===== config.mk =====
export PLATFORM = sky130hd
export DESIGN_NAME = multi_cycle_ctrl
export DESIGN_NICKNAME = d
export VERILOG_FILES = /design/src/rtl/ctrl_pkg.sv /design/src/rtl/ctrl_decode.sv /design/src/rtl/multi_cycle_ctrl.sv
export SDC_FILE = /design/constraint.sdc
export NUM_CORES = 1
export LEC_CHECK = 0
export ABC_CLOCK_PERIOD_IN_PS = 3900
export BUFFER_PORTS_ARGS = -buffer_cell sky130_fd_sc_hd__clkbuf_2
export CAP_MARGIN = 20
export CORE_UTILIZATION = 50
export CTS_CLUSTER_DIAMETER = 80
export DETAILED_ROUTE_END_ITERATION = 16
export PLACE_DENSITY = 0.83
export SETUP_SLACK_MARGIN = 0.2
export SLEW_MARGIN = 20
export SYNTH_ARGS = -nofsm -noshare
export SYNTH_HDL_FRONTEND = slang
export SYNTH_SLANG_ARGS = --single-unit

===== constraint.sdc =====
create_clock -name CLK -period 3.9 [get_ports CLK]
set_clock_uncertainty 0.2 [all_clocks]
set_input_delay 0.585 -clock CLK [delete_from_list [all_inputs] [get_ports CLK]]
set_output_delay 0.585 -clock CLK [all_outputs]
set_load 0.005 [all_outputs]

===== src/rtl/ctrl_pkg.sv =====
// Shared encodings for the multi-cycle MIPS-subset controller: opcodes, FSM
// states, PC-select and ALU function codes, and the decoded instruction record.
package ctrl_pkg;

  localparam logic [5:0] OP_ADD   = 6'b000000;
  localparam logic [5:0] OP_SUB   = 6'b000001;
  localparam logic [5:0] OP_ADDIU = 6'b000010;
  localparam logic [5:0] OP_AND   = 6'b010000;
  localparam logic [5:0] OP_ANDI  = 6'b010001;
  localparam logic [5:0] OP_OR    = 6'b010010;
  localparam logic [5:0] OP_ORI   = 6'b010011;
  localparam logic [5:0] OP_SLL   = 6'b011000;
  localparam logic [5:0] OP_SLTI  = 6'b011100;
  localparam logic [5:0] OP_SW    = 6'b100110;
  localparam logic [5:0] OP_LW    = 6'b100111;
  localparam logic [5:0] OP_BEQ   = 6'b110000;
  localparam logic [5:0] OP_BNE   = 6'b110001;
  localparam logic [5:0] OP_BLTZ  = 6'b110010;
  localparam logic [5:0] OP_J     = 6'b111000;
  localparam logic [5:0] OP_JR    = 6'b111001;
  localparam logic [5:0] OP_JAL   = 6'b111010;
  localparam logic [5:0] OP_HALT  = 6'b111111;

  typedef enum logic [3:0] {
    S_IF     = 4'd0,
    S_ID     = 4'd1,
    S_EXE_AL = 4'd2,
    S_WB_AL  = 4'd3,
    S_EXE_BR = 4'd4,
    S_EXE_LS = 4'd5,
    S_MEM    = 4'd6,
    S_WB_L   = 4'd7,
    S_HALT   = 4'd8
  } state_e;

  localparam logic [1:0] PC_INC = 2'b00;
  localparam logic [1:0] PC_BR  = 2'b01;
  localparam logic [1:0] PC_RS  = 2'b10;
  localparam logic [1:0] PC_JMP = 2'b11;

  localparam logic [2:0] ALU_ADD = 3'b000;
  localparam logic [2:0] ALU_SUB = 3'b001;
  localparam logic [2:0] ALU_SLL = 3'b010;
  localparam logic [2:0] ALU_OR  = 3'b011;
  localparam logic [2:0] ALU_AND = 3'b100;
  localparam logic [2:0] ALU_SLT = 3'b110;

  localparam logic [1:0] RD_RA = 2'b00;
  localparam logic [1:0] RD_RT = 2'b01;
  localparam logic [1:0] RD_RD = 2'b10;

  typedef enum logic [3:0] {
    C_ALU, C_BEQ, C_BNE, C_BLTZ, C_LW, C_SW, C_J, C_JR, C_JAL, C_HALT
  } iclass_e;

  typedef struct packed {
    iclass_e    cls;
    logic [2:0] aluop;
    logic       ext_sel;
    logic       alusrc_a;
    logic       alusrc_b;
    logic [1:0] reg_dst;
    logic       db_src;
    logic       wr_src;
  } dec_t;

  // Select values driven whenever no instruction is being decoded; also the
  // decode of halt and of every unrecognised opcode.
  localparam dec_t DEC_IDLE = '{cls: C_HALT, aluop: ALU_ADD, ext_sel: 1'b1,
                                alusrc_a: 1'b0, alusrc_b: 1'b0, reg_dst: RD_RT,
                                db_src: 1'b0, wr_src: 1'b1};

  function automatic logic br_taken(iclass_e cls, logic zero, logic sign);
    return (cls == C_BEQ && zero) || (cls == C_BNE && !zero) ||
           (cls == C_BLTZ && sign);
  endfunction

endpackage


===== src/rtl/ctrl_decode.sv =====
// Combinational opcode decoder: instruction class plus the per-opcode datapath
// selects. jal is recognised only when JAL_INSN_EN is defined.
module ctrl_decode import ctrl_pkg::*; (
  input  logic [5:0] op,
  output dec_t       dec
);

  always_comb begin
    dec = DEC_IDLE;
    case (op)
      OP_ADD: begin
        dec.cls = C_ALU; dec.aluop = ALU_ADD; dec.reg_dst = RD_RD;
      end
      OP_SUB: begin
        dec.cls = C_ALU; dec.aluop = ALU_SUB; dec.reg_dst = RD_RD;
      end
      OP_ADDIU: begin
        dec.cls = C_ALU; dec.aluop = ALU_ADD; dec.alusrc_b = 1'b1;
      end
      OP_AND: begin
        dec.cls = C_ALU; dec.aluop = ALU_AND; dec.reg_dst = RD_RD;
      end
      OP_ANDI: begin
        dec.cls = C_ALU; dec.aluop = ALU_AND; dec.alusrc_b = 1'b1;
        dec.ext_sel = 1'b0;
      end
      OP_OR: begin
        dec.cls = C_ALU; dec.aluop = ALU_OR; dec.reg_dst = RD_RD;
      end
      OP_ORI: begin
        dec.cls = C_ALU; dec.aluop = ALU_OR; dec.alusrc_b = 1'b1;
        dec.ext_sel = 1'b0;
      end
      OP_SLL: begin
        dec.cls = C_ALU; dec.aluop = ALU_SLL; dec.alusrc_a = 1'b1;
        dec.reg_dst = RD_RD;
      end
      OP_SLTI: begin
        dec.cls = C_ALU; dec.aluop = ALU_SLT; dec.alusrc_b = 1'b1;
      end
      OP_LW: begin
        dec.cls = C_LW; dec.alusrc_b = 1'b1; dec.db_src = 1'b1;
      end
      OP_SW: begin
        dec.cls = C_SW; dec.alusrc_b = 1'b1;
      end
      // Branches compare through subtraction; bltz reads the result sign.
      OP_BEQ:  begin dec.cls = C_BEQ;  dec.aluop = ALU_SUB; end
      OP_BNE:  begin dec.cls = C_BNE;  dec.aluop = ALU_SUB; end
      OP_BLTZ: begin dec.cls = C_BLTZ; dec.aluop = ALU_SUB; end
      OP_J:    dec.cls = C_J;
      OP_JR:   dec.cls = C_JR;
`ifdef JAL_INSN_EN
      OP_JAL: begin
        dec.cls = C_JAL; dec.reg_dst = RD_RA; dec.wr_src = 1'b0;
      end
`endif
      default: dec = DEC_IDLE;
    endcase
  end

endmodule


===== src/rtl/multi_cycle_ctrl.sv =====
// Multi-cycle controller FSM (IF/ID/EXE/MEM/WB) driving the datapath strobes.
// Define JAL_INSN_EN to support jal; otherwise its opcode halts the machine.
module multi_cycle_ctrl import ctrl_pkg::*; (
  input  logic       CLK,
  input  logic       Reset,
  input  logic [5:0] op,
  input  logic       zero,
  input  logic       sign,
  output logic [1:0] PCSrc,
  output logic       PCWre,
  output logic       IRWre,
  output logic       RegWre,
  output logic       mRD,
  output logic       mWR,
  output logic       ALUSrcA,
  output logic       ALUSrcB,
  output logic       ExtSel,
  output logic       DBDataSrc,
  output logic       WrRegDSrc,
  output logic [1:0] RegDst,
  output logic [2:0] ALUOp,
  output logic [3:0] state
);

  dec_t   dec;
  dec_t   sel;
  state_e st;
  logic   rst_q;

  ctrl_decode u_decode (
    .op  (op),
    .dec (dec)
  );

  // rst_q marks the cycle after a reset edge: the machine sits in sIF with
  // every strobe low, so IR is not loaded until the following cycle.
  always_ff @(posedge CLK) begin
    if (Reset) begin
      st    <= S_IF;
      rst_q <= 1'b1;
    end else begin
      rst_q <= 1'b0;
      if (!rst_q) begin
        case (st)
          S_IF: st <= S_ID;
          S_ID: begin
            case (dec.cls)
              C_ALU:               st <= S_EXE_AL;
              C_BEQ, C_BNE, C_BLTZ: st <= S_EXE_BR;
              C_LW, C_SW:          st <= S_EXE_LS;
              C_J, C_JR, C_JAL:    st <= S_IF;
              default:             st <= S_HALT;
            endcase
          end
          S_EXE_AL: st <= S_WB_AL;
          S_WB_AL:  st <= S_IF;
          S_EXE_BR: st <= S_IF;
          S_EXE_LS: st <= S_MEM;
          S_MEM:    st <= (dec.cls == C_LW) ? S_WB_L : S_IF;
          S_WB_L:   st <= S_IF;
          default:  st <= S_HALT;
        endcase
      end
    end
  end

  assign state = st;

  // op is the IR field, valid from sID onward; in sIF it still holds the
  // previous instruction, so selects fall back to idle values there.
  always_comb begin
    sel = dec;
    if (rst_q || st == S_IF || st == S_HALT) sel = DEC_IDLE;
  end

  assign ALUSrcA   = sel.alusrc_a;
  assign ALUSrcB   = sel.alusrc_b;
  assign ExtSel    = sel.ext_sel;
  assign DBDataSrc = sel.db_src;
  assign WrRegDSrc = sel.wr_src;
  assign RegDst    = sel.reg_dst;
  assign ALUOp     = sel.aluop;

  always_comb begin
    PCSrc  = PC_INC;
    PCWre  = 1'b0;
    IRWre  = 1'b0;
    RegWre = 1'b0;
    mRD    = 1'b0;
    mWR    = 1'b0;
    if (!rst_q) begin
      case (st)
        S_IF: IRWre = 1'b1;
        S_ID: begin
          case (dec.cls)
            C_J: begin
              PCWre = 1'b1; PCSrc = PC_JMP;
            end
            C_JR: begin
              PCWre = 1'b1; PCSrc = PC_RS;
            end
            C_JAL: begin
              PCWre = 1'b1; PCSrc = PC_JMP; RegWre = 1'b1;
            end
            default: PCWre = 1'b0;
          endcase
        end
        S_WB_AL, S_WB_L: begin
          RegWre = 1'b1;
          PCWre  = 1'b1;
        end
        // Only output that follows the live ALU flags.
        S_EXE_BR: begin
          PCWre = 1'b1;
          if (br_taken(dec.cls, zero, sign)) PCSrc = PC_BR;
        end
        S_MEM: begin
          if (dec.cls == C_SW) begin
            mWR   = 1'b1;
            PCWre = 1'b1;
          end else begin
            mRD = 1'b1;
          end
        end
        default: PCWre = 1'b0;
      endcase
    end
  end

endmodule


==> flow_summary.json, run 1 <==
{
  "io_pins": 31,
  "dpl.hpwl_mm": 1.464,
  "whs_path_depth": 1,
  "p_leak_uw": 0.0003934,
  "synth_ff_type": "dfxtp_1",
  "cp_max_fo": 15,
  "dr_total_vias": 967,
  "drv_slew": 0,
  "cts_resized": 0,
  "grt_pass1_vias": 718,
  "avgSynthCellArea_um2": 5.984,
  "wl_per_cell_um": 12.66,
  "path_cells": "clkbuf_2 -> or3b_1 -> or2_4 -> nor3b_1 -> o21ai_1 -> a311oi_1 -> clkbuf_2",
  "ir_worst_vdd_mv": 0.1493,
  "placementRows": 13,
  "globalplace.congestion": 0.8333,
  "max_slew.worst_pin.slew_ps": 559.8,
  "cellPowerDensity_nw_per_um2": 199.0,
  "finalHoldViolCount": 0,
  "p_switching_uw": 65.19,
  "slowest_delay_ps": 410,
  "clk-insertion-delay-late_ps": 250,
  "ys_async_sr_fraction_pct": 0,
  "power.clock.fraction_pct": 35.6,
  "diodes": 0,
  "fin_ws_ps": 890.2,
  "drt_iter0_markers": 25,
  "synthesis.area_um2": 742.0,
  "intPower_uw": 111.3,
  "core-area_um2": 1334,
  "start_kind": "primary input",
  "postSynthCellCount": 124,
  "crit_slowest_cell": "or3b_1",
  "stdcell_area_um2": 887.1,
  "yosysMostFrequentCell": "nor2_1",
  "crit_buf_inv": 2,
  "antenna_found_initial": 0,
  "synthMuxAreaShare_pct": 0,
  "synth-compound-area-share_pct": 28.33,
  "cts_buffers": 3,
  "cp-end-kind": "primary output",
  "place_ws_ps": 903.4,
  "clock.fmax_mhz": 332.3,
  "viasPerCell": 6.006,
  "synth_top_cells_by_area": "dfxtp_1 (13%), nor2_1 (7.6%), a21oi_1 (5.4%)",
  "ctsHoldBuffers": 0,
  "synth-simple-area-share_pct": 47.39,
  "yosysWarnings": 0,
  "grt_usage_pct": 26.61,
  "crit_family": "simple AND/OR/NAND/NOR gates",
  "first_pass_iters": 4,
  "total_power_uw": 176.5,
  "finalSetupViolCount": 0,
  "worst-setup-path-type": "primary input to primary output",
  "rr_worst_depth": 4,
  "start_util_pct": 55.63,
  "cts.sinks": 5,
  "cts.clk_slew.worst_paths_ps": 50,
  "dpl_cell_area_um2": 859.6,
  "cts.htree.levels": 1,
  "synth.top_cell.area_share_pct": 13.49,
  "drive_gt1_share_pct": 25.34,
  "cts_tree": "built",
  "synth_top_area_cell": "dfxtp_1",
  "relSlewSlack_pct": 61.71,
  "yosysSeqAreaShare_pct": 13.49,
  "finalSetupTns_ps": 0,
  "die_w_um": 40.52,
  "grt_max_degree": 18,
  "power_frac_comb_pct": 30.2,
  "drcViolationCount": 0,
  "clk_path_buf_depth": 2,
  "clock_tree.root_cell": "clkbuf_4",
  "path_depth": 7,
  "synthXorXnorAreaFrac_pct": 0,
  "numPortBuffers": 29,
  "synth.top_cells.by_count": "nor2_1 (15), nand2_1 (10), clkbuf_1 (9), a21oi_1 (8)",
  "arrival_ps": 2220,
  "yosysUniqueCellTypes": 43,
  "rsz0062_at_grt": "no",
  "ys_ff_latch": 5,
  "drv_cap": 0,
  "grt_pass1_wl_mm": 2.987,
  "gr-total-overflow": 0,
  "die_y_um": 40.52,
  "synth_edf_count": 0,
  "dieArea_um2": 1642,
  "hold_path.class": "primary input to register",
  "post_cts_buffers": 0,
  "finalCriticalPeriod_ps": 3010,
  "status": "finished, final reports clean",
  "hold_slack_ps": 310.4,
  "crit_top_cell": "clkbuf_2",
  "required_ps": 3120,
  "switching_share_pct": 36.94,
  "p_seq_share_pct": 34.2,
  "syn_to_final_growth_pct": 19.56,
  "synthAdderAreaFrac_pct": 0,
  "fin_crit_sh_pct": 77.17,
  "routed_wl_mm": 2.039,
  "final_nets": 157,
  "synth_top_family_by_area": "simple AND/OR/NAND/NOR gates",
  "synth_fp_nets": 134,
  "antenna_left": 0
}
[worst paths after layout]
check                              start  endpoint  slack [ps]
worst min register to register  state[3]  state[3]         340
worst max register to register     rst_q  state[2]        2140
worst max-delay path               op[5]     PCWre         890
worst min-delay path               Reset     rst_q         310
[cell families (layout without fill, tap and decap cells)]
group                  Yosys count  count (layout)
other                            1               1
DFF                              5               5
and+or+nand+nor                 66              66
buffers and inverters           19              41
AOI/OAI and AO/OA               33              33
[sequential cells by signal (all words and copies together) (netlist names)]
register and flops:
state 4, rst_q 1
[layout by cell type (no fill, tap or decap), types with 2 or more instances in the layout]
master    count
clkbuf_2     29
nor2_1       15
nand2_1      10
a21oi_1       8
inv_1         7
o21ai_0       7
nor3_1        6
nand3_1       5
dfxtp_1       5
nor2b_1       4
or3_1         4
nand2b_1      3
and3_1        3
nand4_1       3
clkbuf_4      3
or4_1         2
nor4_1        2
a31oi_1       2
o22ai_1       2
o21ai_1       2
nand3b_1      2
[area by class of cell]
cell class                 count  area (µm²)
tap                           15       18.77
timing repair buffer          29       145.1
multi-input combinational    100       565.5
clock inverter                 1       5.005
clock buffer                   3       22.52
fill                         136       446.7
inverter                       8       30.03
sequential                     5       100.1
[power groups by stage]
stage                     clock network (µW)  registers [µW]  logic, µW
after floorplan                            0            57.0       40.7
after global placement                     0            60.9       51.1
after detailed placement                   0            61.1       52.3
after CTS                               63.4            60.0       52.6
after global routing                    69.1            60.7       60.2
final                                   62.9            60.3       53.3
[layer usage]
layer | wire length, µm | share of wire [%] | vias to the layer above | global-route usage [%]
met5 | 0 | 0 | - | 0
met4 | 0 | 0 | 0 | 5.000
met3 | 75 | 3.7 | 0 | 5.000
met2 | 965 | 47 | 36 | 45.63
met1 | 997 | 49 | 439 | 34.20
li1 | - | - | 492 | -
[per-stage QoR]
step	utilization, %	std cells
floorplan	-	124
global placement	64.45	157
detailed placement	64.45	157
CTS	66.51	161
global route	66.51	161
finish	66.51	161
(Power assumes the default switching activity.)
==> inputs of run 2 (changes only) <==
- ABC_CLOCK_PERIOD_IN_PS: 3900 -> 3100
- CORE_UTILIZATION: 50 -> 47
- PLACE_DENSITY: 0.83 -> 0.79
- clock period: 3.9 -> 3.1 ns (I/O delays scaled with it)
==> flow_summary.json, run 2 (same netlist as run 1, synthesis figures left out) <==
{
  "layout_commonest_cell": "clkbuf_2",
  "cts_buffers": 3,
  "placementRows": 13,
  "p_switching_uw": 78.76,
  "clk-insertion-delay-late_ps": 240,
  "regArea_um2": 100.1,
  "gr-total-overflow": 0,
  "drt_iter0_markers": 29,
  "dr_total_vias": 998,
  "dieArea_um2": 1741,
  "status": "finished, final reports clean",
  "routed_wl_mm": 2.094,
  "grt_pass1_wl_mm": 3.477,
  "dpl.hpwl_mm": 1.569,
  "finalHoldViolCount": 0,
  "globalplace.congestion": 0.8576,
  "switching_share_pct": 35.42,
  "antenna_found_initial": 0,
  "die_y_um": 41.73,
  "finalSetupTns_ps": 0,
  "drv_cap": 0,
  "fill_cells": 136,
  "core-area_um2": 1383,
  "clock.fmax_mhz": 367.9,
  "power_frac_comb_pct": 32.1,
  "finalCriticalPeriod_ps": 2718,
  "crit_top_cell": "clkbuf_2",
  "fin_crit_sh_pct": 87.68,
  "required_ps": 2430,
  "place_ws_ps": 398.6,
  "grt_usage_pct": 24.98,
  "die_w_um": 41.73,
  "drcViolationCount": 0,
  "p_seq_share_pct": 33.6,
  "most-common-layout-cells": "clkbuf_2 (29), nor2_1 (15), nand2_1 (10)",
  "rsz0062_at_grt": "no",
  "stdcell_area_um2": 902.1,
  "path_cells": "clkbuf_2 -> or3b_1 -> or2_4 -> nor3b_1 -> o21ai_1 -> a311oi_1 -> clkbuf_2",
  "wl_per_cell_um": 12.85,
  "ctsHoldBuffers": 0,
  "clock_tree.root_cell": "clkbuf_4",
  "numPortBuffers": 29,
  "met2_usage_pct": 38.13,
  "cts.sinks": 5,
  "clk_path_buf_depth": 2,
  "final_nets": 159,
  "fin_ws_ps": 381.9,
  "crit_slowest_cell": "or3b_1",
  "hold_path.class": "primary input to register",
  "multi_input_area_um2": 566.8,
  "start_kind": "primary input",
  "cp-end-kind": "primary output",
  "hold_slack_ps": 195.1,
  "cts.clk_slew.worst_paths_ps": 40,
  "syn_to_final_growth_pct": 21.59,
  "worst-setup-path-type": "primary input to primary output",
  "p_leak_uw": 0.0004002,
  "grt_pass1_vias": 828,
  "intPower_uw": 143.6,
  "fin_util_pct": 65.25,
  "antenna_left": 0,
  "cts_tree": "built",
  "start_util_pct": 53.67,
  "arrival_ps": 2050,
  "top_usage_layer": "met2",
  "diodes": 0,
  "cp_max_fo": 13,
  "power.clock.fraction_pct": 34.3,
  "ir_worst_vdd_mv": 0.2424,
  "grt_max_degree": 18,
  "cts.htree.levels": 1,
  "grtUsageMet1_pct": 32.98,
  "largest_reg_flops": 4,
  "grt_use_met3_pct": 5.217,
  "first_pass_iters": 4,
  "cellPowerDensity_nw_per_um2": 246.5,
  "drive_gt1_share_pct": 25.68,
  "dpl_cell_area_um2": 874.6,
  "drv_slew": 0,
  "finalSetupViolCount": 0,
  "slowest_delay_ps": 430,
  "viasPerCell": 6.123,
  "io_pins": 31
}
[run 2: cell types whose count changed in the layout (fill, tap and decap cells not counted), sizes merged]
| cell | delta |
|---|---|
| buf | +2 |
| clkbuf | +1 |
| clkinv | -1 |
[run 2: metal layers]
metal | share of wire (%) | vias up
li1 | - | 499
met1 | 45 | 455
met2 | 46 | 36
met3 | 5.6 | 8
met4 | 3.2 | 0
met5 | 0 | -
[run 2: power groups by stage]
stage	clock network [µW]	registers [µW]	logic (µW)
floorplan	0	71.7	51.2
global placement	0	75.5	68.2
detailed placement	0	75.6	70.5
CTS	78.8	74.4	70.7
global route	84.0	75.7	80.8
finish	76.2	74.7	71.4
[run 2: worst paths after layout]
kind	start	endpoint	slack (ps)	depth (start not counted)
worst max-delay path	op[3]	PCWre	380	7
worst min-delay path	Reset	rst_q	200	1
worst max register to register	state[3]	state[2]	1390	4
worst min register to register	state[3]	state[3]	340	2
[run 2: timing repair]
action / in CTS / in global routing
resized for setup: 0 / 1
endpoints found under the setup margin: 0 / 1
setup buffers: 0 / 0
[run 2: critical path, delay by kind of cell]
family,cells,cell delay [ps]
compound gates,2,350
buf+inv,2,330
simple gates,3,910
[run 2: metrics by stage]
| step | std cells | total power, µW |
|---|---|---|
| after global routing | 163 | 240.5 |
| after detailed placement | 159 | 146.1 |
| after floorplan | 124 | 122.9 |
| after CTS | 163 | 224.0 |
| after global placement | 159 | 143.6 |
| final | 163 | 222.3 |
[run 2: layout make-up]
cell class	count	area share (%)
Clock buffer	4	2.913
Tap cell	15	2.080
Multi-Input combinational cell	100	62.83
Timing Repair Buffer	31	17.75
Inverter	8	3.329
Sequential cell	5	11.10
